--- src/rtl/pong_pkg.sv ---
// pong_pkg: shared screen, VGA 640x480@60 timing, reset-default and colour constants for the Pong renderer.
package pong_pkg;
  localparam int SCREEN_W = 640;
  localparam int SCREEN_H = 480;
  localparam int H_VISIBLE = SCREEN_W;
  localparam int H_FRONT = 16;
  localparam int H_SYNC = 96;
  localparam int H_BACK = 48;
  localparam int H_TOTAL = H_VISIBLE + H_FRONT + H_SYNC + H_BACK;
  localparam int V_VISIBLE = SCREEN_H;
  localparam int V_FRONT = 10;
  localparam int V_SYNC = 2;
  localparam int V_BACK = 33;
  localparam int V_TOTAL = V_VISIBLE + V_FRONT + V_SYNC + V_BACK;
  localparam logic [9:0] BALL_X_RST = 10'd320;
  localparam logic [9:0] BALL_Y_RST = 10'd240;
  localparam logic [9:0] PADDLE_Y_RST = 10'd210;
  localparam logic [5:0] NET_COLOR = 6'b010101;
  localparam int NET_X_LO = 318;
  localparam int NET_X_HI = 321;
endpackage

--- src/rtl/vga_timing.sv ---
// vga_timing: pixel/line counters with raw active-low syncs, visible flag and frame_start strobe at (0,480).
module vga_timing
  import pong_pkg::*;
(
  input  logic       clk,
  input  logic       rst,
  output logic [9:0] hcnt,
  output logic [9:0] vcnt,
  output logic       hsync,
  output logic       vsync,
  output logic       visible,
  output logic       frame_start
);
  always_ff @(posedge clk)
    if (rst) begin
      hcnt <= '0;
      vcnt <= '0;
    end else if (hcnt == 10'(H_TOTAL - 1)) begin
      hcnt <= '0;
      vcnt <= (vcnt == 10'(V_TOTAL - 1)) ? '0 : vcnt + 1'b1;
    end else
      hcnt <= hcnt + 1'b1;
  assign hsync = !(hcnt >= 10'(H_VISIBLE + H_FRONT) && hcnt < 10'(H_VISIBLE + H_FRONT + H_SYNC));
  assign vsync = !(vcnt >= 10'(V_VISIBLE + V_FRONT) && vcnt < 10'(V_VISIBLE + V_FRONT + V_SYNC));
  assign visible = hcnt < 10'(H_VISIBLE) && vcnt < 10'(V_VISIBLE);
  assign frame_start = hcnt == '0 && vcnt == 10'(V_VISIBLE);
endmodule

--- src/rtl/pong_vga_renderer.sv ---
// pong_vga_renderer: draws ball, paddle and (with PONG_RENDER_NET_EN) a dashed centre net onto a 640x480 VGA stream.
// Positions are shadow-latched at the start of vertical blanking so each frame shows one consistent snapshot.
module pong_vga_renderer
  import pong_pkg::*;
#(
  parameter int         BALL_SIZE = 10,
  parameter int         PADDLE_WIDTH = 10,
  parameter int         PADDLE_HEIGHT = 60,
  parameter logic [5:0] FG_COLOR = 6'b111111,
  parameter logic [5:0] BG_COLOR = 6'b000000
) (
  input  logic       clk,
  input  logic       rst,
  input  logic [9:0] ball_x,
  input  logic [9:0] ball_y,
  input  logic [9:0] paddle_y,
  output logic       hsync,
  output logic       vsync,
  output logic       de,
  output logic [5:0] rgb,
  output logic       frame_tick
);
  logic [9:0] hcnt, vcnt, bx, by, py;
  logic [10:0] h, v;
  logic hs, vs, vis, fs, ball_hit, paddle_hit;
  logic [5:0] color;
  vga_timing u_timing (
    .clk(clk), .rst(rst), .hcnt(hcnt), .vcnt(vcnt),
    .hsync(hs), .vsync(vs), .visible(vis), .frame_start(fs)
  );
  // 11-bit compares keep a ball near the right/bottom edge clipped instead of wrapping
  assign h = {1'b0, hcnt};
  assign v = {1'b0, vcnt};
  assign ball_hit = h >= {1'b0, bx} && h < {1'b0, bx} + 11'(BALL_SIZE) &&
                    v >= {1'b0, by} && v < {1'b0, by} + 11'(BALL_SIZE);
  assign paddle_hit = h < 11'(PADDLE_WIDTH) && v >= {1'b0, py} && v < {1'b0, py} + 11'(PADDLE_HEIGHT);
`ifdef PONG_RENDER_NET_EN
  logic net_hit;
  assign net_hit = hcnt >= 10'(NET_X_LO) && hcnt <= 10'(NET_X_HI) && !vcnt[4];
  assign color = (ball_hit || paddle_hit) ? FG_COLOR : net_hit ? NET_COLOR : BG_COLOR;
`else
  assign color = (ball_hit || paddle_hit) ? FG_COLOR : BG_COLOR;
`endif
  always_ff @(posedge clk)
    if (rst) begin
      bx <= BALL_X_RST;
      by <= BALL_Y_RST;
      py <= PADDLE_Y_RST;
      hsync <= 1'b1;
      vsync <= 1'b1;
      de <= 1'b0;
      rgb <= '0;
      frame_tick <= 1'b0;
    end else begin
      if (fs) begin
        bx <= ball_x;
        by <= ball_y;
        py <= paddle_y;
      end
      hsync <= hs;
      vsync <= vs;
      de <= vis;
      rgb <= vis ? color : '0;
      frame_tick <= fs;
    end
endmodule

--- config.mk ---
export PLATFORM = sky130hd
export DESIGN_NAME = pong_vga_renderer
export DESIGN_NICKNAME = d
export VERILOG_FILES = /design/src/rtl/pong_pkg.sv /design/src/rtl/vga_timing.sv /design/src/rtl/pong_vga_renderer.sv
export SDC_FILE = /design/constraint.sdc
export NUM_CORES = 1
export LEC_CHECK = 0
export CAP_MARGIN = 20
export CORE_MARGIN = 4
export CORE_UTILIZATION = 35
export CTS_BUF_LIST = sky130_fd_sc_hd__clkbuf_16
export DETAILED_ROUTE_END_ITERATION = 12
export PLACE_DENSITY = 0.55
export SETUP_SLACK_MARGIN = 0.4
export SYNTH_ARGS = -nofsm -noshare
export SYNTH_HDL_FRONTEND = slang
export SYNTH_HIERARCHICAL = 1
export SYNTH_SLANG_ARGS = --single-unit
--- constraint.sdc ---
create_clock -name clk -period 4.7 [get_ports clk]
set_input_delay 0.94 -clock clk [delete_from_list [all_inputs] [get_ports clk]]
set_output_delay 0.94 -clock clk [all_outputs]
set_load 0.05 [all_outputs]
* After elaboration in Yosys (flattened, before gate mapping) *
Cells that the tools add are included.

cells by class
  multiply operators = 0
  divide/modulo/power cells = 0
  reductions and logical operators = 15
  $lt $le $gt $ge = 13
  shifts and indexed selects = 0
  add/sub/neg operators = 5
  muxes and demuxes = 2
  bitwise gates (word level) = 1
  eq/ne operators = 3

operator list
  cell                                                                                  number
  10-bit by 11-bit < comparator with 1-bit output                                       3
  10-bit greater-or-equal comparator                                                    3
  10-bit by 4-bit adder with 11-bit output, second input constant                       2
  10-bit by 1-bit adder with 10-bit output, second input constant                       2
  10-bit == test, second input constant                                                 2
  10-bit < comparator, second input constant                                            2
  10-bit by 9-bit < comparator with 1-bit output, second input constant                 2
  10-bit by 6-bit adder with 11-bit output, second input constant                       1
  10-bit by 9-bit == test with 1-bit output, second input constant                      1
  10-bit greater-or-equal comparator, second input constant                             1
  10-bit by 9-bit greater-or-equal comparator with 1-bit output, second input constant  1
  10-bit zero test                                                                      1
  10-bit by 4-bit < comparator with 1-bit output, second input constant                 1
  10-bit 2-to-1 mux                                                                     1
  1-bit logical AND                                                                     9
  6-bit 2-to-1 mux                                                                      1
  2-bit OR reduction                                                                    2
  1-bit zero test                                                                       2
  1-bit logical OR                                                                      1
  1-bit inverter                                                                        1

storage, ports and cells
  input bits = 32
  register bits = 60
  RAM bits = 0
  bits in latches = 0
  logic and storage cells = 49
  memories = 0
  ROM bits = 0

* Longest topological paths before layout *
Gate-level depths: netlist (run 1).

  depth after elaboration = 7
  mapped depth = 11
  depth with buffers taken out = 11

* By module *
The synthesis (run 1) kept the hierarchy.

modules (own cells, without submodules)
  module             area each (um2)  times used  seq. area each (um2)  cells an instance
  pong_vga_renderer  2834.0           1           700.7                 326
  vga_timing         1138.6           1           400.4                 133

* Least setup slack after synthesis (run 1) *
No wires, ideal clock.

  kind = reg2reg
  start = register by[4]
  end = register rgb[4]
  path buffers = 0
  required time = 4608 ps
  arrival = 2212 ps
  cell stages (with the launch flop) = 12
  path slack = 2396 ps
  path through = dfxtp_1 > inv_1 > nor3_1 > o21ai_0 > or3_1 > xnor2_1 > ha_1 > o2111ai_1 > a21oi_1 > a221oi_1 > o211ai_1 > o32ai_1

between the ends
  cells in the longest elaborated chain, start to end = 5
  elaborated cells on any way between the ends = 7
  those cells by class = add/sub (1); order compare (2); mux (1); reduce/logical (3)

ends and longest elaborated chain
  element                                                                                                line                                              RTL
  start, declared                                                                                        pong_vga_renderer.sv:23                           logic [9:0] hcnt, vcnt, bx, by, py;
  start signal, assigned                                                                                 pong_vga_renderer.sv:57                           by <= ball_y;
  10-bit by 4-bit adder with 11-bit output / 10-bit greater-or-equal comparator (equally long branches)  pong_vga_renderer.sv:35                           v >= {1'b0, by} && v < {1'b0, by} + 11'(BALL_SIZE);
  10-bit by 11-bit < comparator with 1-bit output / 1-bit logical AND (equally long branches)            pong_vga_renderer.sv:35, pong_vga_renderer.sv:34
  1-bit logical AND (*)                                                                                  pong_vga_renderer.sv:35
  1-bit logical OR (*)                                                                                   pong_vga_renderer.sv:42                           assign color = (ball_hit || paddle_hit) ? FG_COLOR : BG_COLOR;
  6-bit 2-to-1 mux (*)                                                                                   pong_vga_renderer.sv:42
  end signal, assigned                                                                                   pong_vga_renderer.sv:63                           rgb <= vis ? color : '0;
  end, declared                                                                                          pong_vga_renderer.sv:20                           output logic [5:0] rgb,

Mark *: on every way between the ends. The rest lies on a longest branch, timed or not.
A chain may end at the register's enable or synchronous reset.

* Worst setup path after layout (run 1) *
  start = register u_timing.vcnt[5]
  end = register py[3]

between the ends
  cells in the longest elaborated chain, start to end = 2

ends and longest elaborated chain
  element                                    line                     RTL
  start, declared                            vga_timing.sv:8          output logic [9:0] vcnt,
  start signal, assigned                     vga_timing.sv:20         vcnt <= (vcnt == 10'(V_TOTAL - 1)) ? '0 : vcnt + 1'b1;
  10-bit by 9-bit == test with 1-bit output  vga_timing.sv:26         assign frame_start = hcnt == '0 && vcnt == 10'(V_VISIBLE);
  1-bit logical AND                          vga_timing.sv:26
  net fs                                     pong_vga_renderer.sv:25  logic hs, vs, vis, fs, ball_hit, paddle_hit;
  end signal, assigned                       pong_vga_renderer.sv:58  py <= paddle_y;
  end, declared                              pong_vga_renderer.sv:23

The timed path passes the listed nets, and every way through them passes these cells.

==> results.py, run 1 <==
metrics = {
    "timing": {
        "worst_pin_slew_ps": 1045,
        "finClkSkew_ps": 8.770,
        "maxSlewViolCount": 0,
        "fmax_ghz": 0.3412,
        "finalHoldViolCount": 0,
        "holdWs_ps": 499.1,
        "rsz0062_at_grt": "no",
        "fin_crit_sh_pct": 62.36,
        "min_period_ps": 2931,
        "max_slew_margin_pct": 30.31,
        "finalSetupViolCount": 0,
        "totalNegativeSetupSlack_ps": 0,
    },
    "logic_synthesis": {
        "synth_cells": 459,
        "syn_nets": 555,
        "synth_fa_ha_area_share_pct": 20.16,
        "synth_top_family_by_area": "adder cells",
        "synth-simple-area-share_pct": 19.09,
        "yosys_register_bits": 55,
        "synth-xor-area-share_pct": 7.276,
        "yosysWarnings": 6,
        "yosysTopAreaCellShare_pct": 27.72,
        "synth_common_cells": "ha_1 (64), dfxtp_1 (55), nor2_1 (47)",
        "synth.most_common_cell": "ha_1",
        "synth_mux_area_share_pct": 5.291,
        "netlist_area_sq_um": 3973,
        "synth_edf_count": 0,
        "synth_area_leader_cell": "dfxtp_1",
        "synth-main-ff-cell": "dfxtp_1",
        "yosysUniqueCellTypes": 53,
        "synth_seq_area_share_pct": 27.72,
        "avgSynthCellArea_sq_um": 8.655,
        "async_flop_share_pct": 0,
        "synth_area_leaders": "dfxtp_1 (28%), ha_1 (20%), xnor2_1 (6.0%)",
        "synth_compound_area_share_pct": 12.72,
    },
    "layout": {
        "drive_above_1_share_pct": 4.312,
        "nNetsFinal": 582,
        "finalCoreUtilization_pct": 41.47,
        "fill_cells": 1098,
        "register_area_sq_um": 1101,
        "multi_input_area_sq_um": 2565,
        "syn_to_final_growth_pct": 14.65,
        "antennaDiodeCount": 0,
    },
    "floorplan": {
        "die_area_sq_um": 13120,
        "fp.coreArea_sq_um": 10980,
        "ios": 42,
        "start_util_pct": 36.17,
        "die_x_um": 114.5,
        "die_y_um": 114.5,
        "rows": 38,
    },
    "routing": {
        "drtIter0Drc": 137,
        "vias_per_cell": 5.191,
        "vias": 3255,
        "drc": 0,
        "drtPass1Iterations": 4,
        "top_layer": "met4",
        "ant_nets": 0,
        "drt_wl_total_mm": 9.153,
        "wl_met1_mm": 4.544,
        "route.met2.wl_mm": 4.205,
        "dr_wl_met3_um": 348,
        "wl_per_cell_um": 14.60,
    },
    "grt": {
        "grt_pass1_wl_mm": 15.27,
        "grt_pass1_vias": 3165,
        "grt_max_degree": 42,
        "antenna_found_initial": 0,
        "overflow": 0,
        "grtUsageTotal_pct": 14.23,
    },
    "pwr": {
        "leakagePower_uw": 0.001796,
        "ir_drop_uv": 126.0,
        "p_per_area_nw_per_um2": 197.0,
    },
    "critical_path": {
        "r2r-start": "u_timing/vcnt[5]",
        "crit_start": "u_timing/vcnt[5]",
        "crit_fanout": 41,
        "arrival_ps": 3080,
        "crit_type": "reg2reg",
        "cp-start-kind": "flip-flop",
        "reg2reg_slack_ps": 1770,
        "required_ps": 4840,
        "end_kind": "flip-flop",
    },
    "clock_tree": {
        "cts_max_path_buffers": 2,
        "cts_buffers": 5,
        "clock_sinks": 55,
        "cts_tree": "built",
        "clkTransAtPathRegs_ps": 80,
        "htreeDepth": 2,
        "worstSkewPairLatency_ps": 290,
        "post_cts_buffers": 0,
        "cts_root_buf": "clkbuf_16",
        "cts.hold.buffers_added": 0,
        "cts_resized": 0,
    },
    "status": {
        "status": "finished, final reports clean",
    },
    "worst_hold_path": {
        "hp-class": "reg2reg",
        "hp-start": "py[1]",
    },
    "placement": {
        "gp_congestion": 0.8047,
        "hpwl_mm": 6.997,
        "io_buffers": 41,
    },
    "run": {
        "maxCapViolCount": 0,
    },
}
==> where the power goes <==
part | leakage, uW | switching [uW] | internal (uW) | total [uW]
registers | 0.000444 | 6.15 | 468 | 474
logic | 0.00129 | 22.2 | 32.2 | 54.4
clock network | 0.0000658 | 172 | 197 | 368
==> cell usage in the layout (no fill, tap or decap), drive strengths merged, types with 2 or more instances in the layout <==
cell / Yosys / layout
a211o: 3 / 3
a211oi: 4 / 4
a21o: 3 / 3
a21oi: 18 / 18
and3: 4 / 4
and4: 3 / 3
clkbuf: 10 / 5
clkdlybuf4s50: 0 / 41
clkinv: 1 / 2
clkinvlp: 0 / 2
dfxtp: 55 / 55
ha: 64 / 64
inv: 39 / 39
mux2i: 21 / 21
nand2: 25 / 25
nand2b: 4 / 4
nand3: 14 / 14
nand4: 9 / 9
nor2: 47 / 47
nor2b: 3 / 3
nor3: 17 / 17
nor4: 11 / 11
nor4bb: 2 / 2
o211ai: 15 / 15
o21a: 4 / 4
o21ai: 18 / 18
or2: 2 / 2
or3: 4 / 4
or4: 2 / 2
xnor2: 27 / 27
xor2: 6 / 6
==> per-stage QoR <==
step | power (uW) | setup WS (ps) | cell area, sq um | cells
2_1_floorplan | 501.8 | 2396 | 3973 | 459
3_3_place_gp | 539.6 | 1735 | 4409 | 619
3_5_place_dp | 539.8 | 1699 | 4409 | 619
4_1_cts | 912.5 | 1809 | 4554 | 627
5_1_grt | 939.5 | 1569 | 4554 | 627
6_report | 897.2 | 1769 | 4554 | 627
==> state kept, by name, indices dropped and copies added, names as in the netlist <==
register and flops:
frame_tick 1, by 10, u_timing/hcnt 10, hsync 1
bx 10, py 10, u_timing/vcnt 10, rgb 1
vsync 1, de 1
==> worst max-delay path, stage by stage (launching register included) <==
cell and delay, ps:
dfxtp_1 580, nand3_1 230, nor2_1 230, nor4b_1 360
and4_2 1020, mux2i_1 290, nor2_1 50
==> metal layers <==
| metal | vias to the layer above | track usage (%) |
|---|---|---|
| met1 | 1506 | 20.03 |
| li1 | 1680 | - |
| met4 | 0 | 3.167 |
| met3 | 2 | 1.744 |
| met2 | 67 | 23.24 |
| met5 | - | 0 |
==> logic make-up (layout without fill, tap and decap cells) <==
family | after synthesis | in the layout
AND/OR/NAND/NOR | 148 | 148
buffers and inverters | 62 | 90
flip-flops | 55 | 55
XOR/XNOR | 33 | 33
multiplexers | 21 | 21
AO/OA/AOI/OAI | 76 | 76
adder cells (fa/ha/maj) | 64 | 64
==> path summary, 6_finish.rpt <==
check | end | cells past startpoint
hold reg to reg | py[1] | 2
hold / removal | py[1] | 2
setup reg to reg | py[3] | 6
setup / recovery | py[3] | 6
==> area by class of cell <==
cell class,instances,share of cell area [%]
multi-input cells,342,56.32
clock buffers,5,2.747
clock inverters,3,0.4396
inverters,40,3.297
flip-flops and latches,55,24.18
well taps,140,3.846
repair buffers,42,9.176
Power figures use the tool's default switching activity.
==> run 2, diff against run 1 <==
Settings changed: PLACE_DENSITY 0.55 to 0.57.
Clock period 4.7 ns to 2.45 ns, I/O delays scaled along.
==> results.py, run 2 (synthesis gave the netlist of run 1 again) <==
metrics = {
    "status": {
        "status": "finished, final reports clean",
    },
    "grt": {
        "grt_pass1_wl_mm": 16.32,
        "grt_pass1_vias": 3451,
        "antenna_found_initial": 0,
        "overflow": 0,
        "grtUsageTotal_pct": 15.22,
        "grt_max_degree": 24,
    },
    "critical_path": {
        "cp-start-kind": "flip-flop",
        "cpPeakStageDelay_ps": 400,
        "crit_start": "bx[1]",
        "r2r-start": "bx[1]",
        "ff2ff_path_depth": 10,
        "crit_fanout": 5,
        "slowest_stage": "or3_4",
        "end_kind": "flip-flop",
        "required_ps": 2650,
        "crit_type": "reg2reg",
        "cp_cell_sequence": "ha_4 -> o21ai_2 -> or3_4 -> nor3_4 -> xnor2_1 -> ha_1 -> a21oi_2 -> o221a_2 -> o211ai_1 -> o32ai_1",
        "arrival_ps": 2520,
    },
    "layout": {
        "nNetsFinal": 612,
        "multi_input_area_sq_um": 2685,
        "final_common_cell": "ha_1",
        "final_cell_mix": "ha_1 (61), nor2_1 (47), dfxtp_1 (47), inv_1 (36), clkdlybuf4s50_1 (35)",
        "fill_cells": 1103,
        "syn_to_final_growth_pct": 25.39,
        "register_area_sq_um": 1114,
        "antennaDiodeCount": 0,
        "layout.cells.non_filler": 657,
        "drive_above_1_share_pct": 15.28,
    },
    "routing": {
        "wl_per_cell_um": 14.61,
        "drtIter0Drc": 108,
        "drtPass1Iterations": 4,
        "drt_wl_total_mm": 9.600,
        "drc": 0,
        "vias": 3374,
        "vias_per_cell": 5.135,
        "ant_nets": 0,
    },
    "pwr": {
        "ir_drop_uv": 299.9,
        "p_per_area_nw_per_um2": 391.9,
        "leakagePower_uw": 0.002021,
    },
    "timing": {
        "max_slew_margin_pct": 66.87,
        "fin_crit_sh_pct": 94.90,
        "finalHoldViolCount": 0,
        "min_period_ps": 2325,
        "worst_pin_slew_ps": 495.4,
        "maxSlewViolCount": 0,
        "finalSetupViolCount": 0,
        "rsz0062_at_grt": "yes",
        "fmax_ghz": 0.4301,
        "finClkSkew_ps": 8.582,
        "totalNegativeSetupSlack_ps": 0,
    },
    "clock_tree": {
        "worstSkewPairLatency_ps": 290,
        "clkTransAtPathRegs_ps": 70,
        "cts_buffers": 5,
        "cts_tree": "built",
        "cts_max_path_buffers": 2,
        "cts_root_buf": "clkbuf_16",
        "clock_sinks": 55,
        "htreeDepth": 2,
    },
    "placement": {
        "hpwl_mm": 7.471,
        "gp_congestion": 0.8228,
        "placed_cells": 641,
        "io_buffers": 41,
    },
    "run": {
        "maxCapViolCount": 0,
    },
    "floorplan": {
        "rows": 38,
        "die_y_um": 114.5,
        "ios": 42,
        "die_x_um": 114.5,
        "start_util_pct": 36.17,
        "die_area_sq_um": 13120,
        "fp.coreArea_sq_um": 10980,
    },
    "worst_hold_path": {
        "hold_depth": 2,
        "hp-class": "reg2reg",
        "hp-start": "py[1]",
    },
}
[run 2: changes by cell type in the layout (fill, tap and decap cells not counted), moves of 6 or more]
| cell | before | now |
|---|---|---|
| dlygate4sd2_1 | 0 | 6 |
| dfxtp_1 | 55 | 47 |
| dfxtp_2 | 0 | 7 |
| clkdlybuf4s50_1 | 41 | 35 |
| buf_4 | 1 | 28 |
[run 2: final timing paths]
kind / to / slack [ps]
hold reg to reg: py[1] / 490
setup / recovery: rgb[4] / 130
setup reg to reg: rgb[4] / 130
hold / removal: py[1] / 490
[run 2: worst max-delay path: cells and delay by family (launching register included)]
family	cells	cell delay, ps
xor gates and xnor gates	1	140
AOI/OAI and AO/OA	5	760
DFF	1	380
and+or+nand+nor	2	520
adders and majority gates	2	430
[run 2: timing repair]
action / 4_1_cts / 5_1_grt
pin swaps: 9 / 8
endpoints found under the setup margin: 8 / 27
hold endpoints to repair: 0 / 0
hold buffers: 0 / 0
setup buffers: 8 / 0
gates resized for setup: 15 / 19
[run 2: through the flow]
stage	cell area (sq um)	total power [uW]	util (%)	hold WS, ps	worst slack [ps]
after CTS	4880	1981	44.43	494.0	22.58
final	4981	1952	45.35	493.2	125.1
after floorplan	3995	962.6	-	452.3	240.6
after global routing	4981	2036	45.35	532.4	5.090
after global placement	4617	1039	42.04	476.1	135.0
after detailed placement	4617	1041	42.04	479.6	42.48
[run 2: routing by layer]
layer  part of all wire, %  GRT usage [%]  wire, um
met2                    48          25.26      4586
met4                   1.2          3.721       111
met1                    48          21.02      4563
met5                     0              0         0
met3                   3.5          1.744       339
[run 2: power breakdown]
group,internal [uW],switching [uW],leakage (uW)
combinational,67.2,50.5,0.00149
clock,586,348,0.0000900
sequential,897,3.61,0.000446
[run 2: final cells by class]
class / count / share of cell area [%]
inverter: 40 / 3.014
timing repair buffer: 72 / 13.34
clock buffer: 5 / 2.512
multi-input combinational: 342 / 53.91
clock inverter: 3 / 1.356
tap: 140 / 3.517
sequential: 55 / 22.36
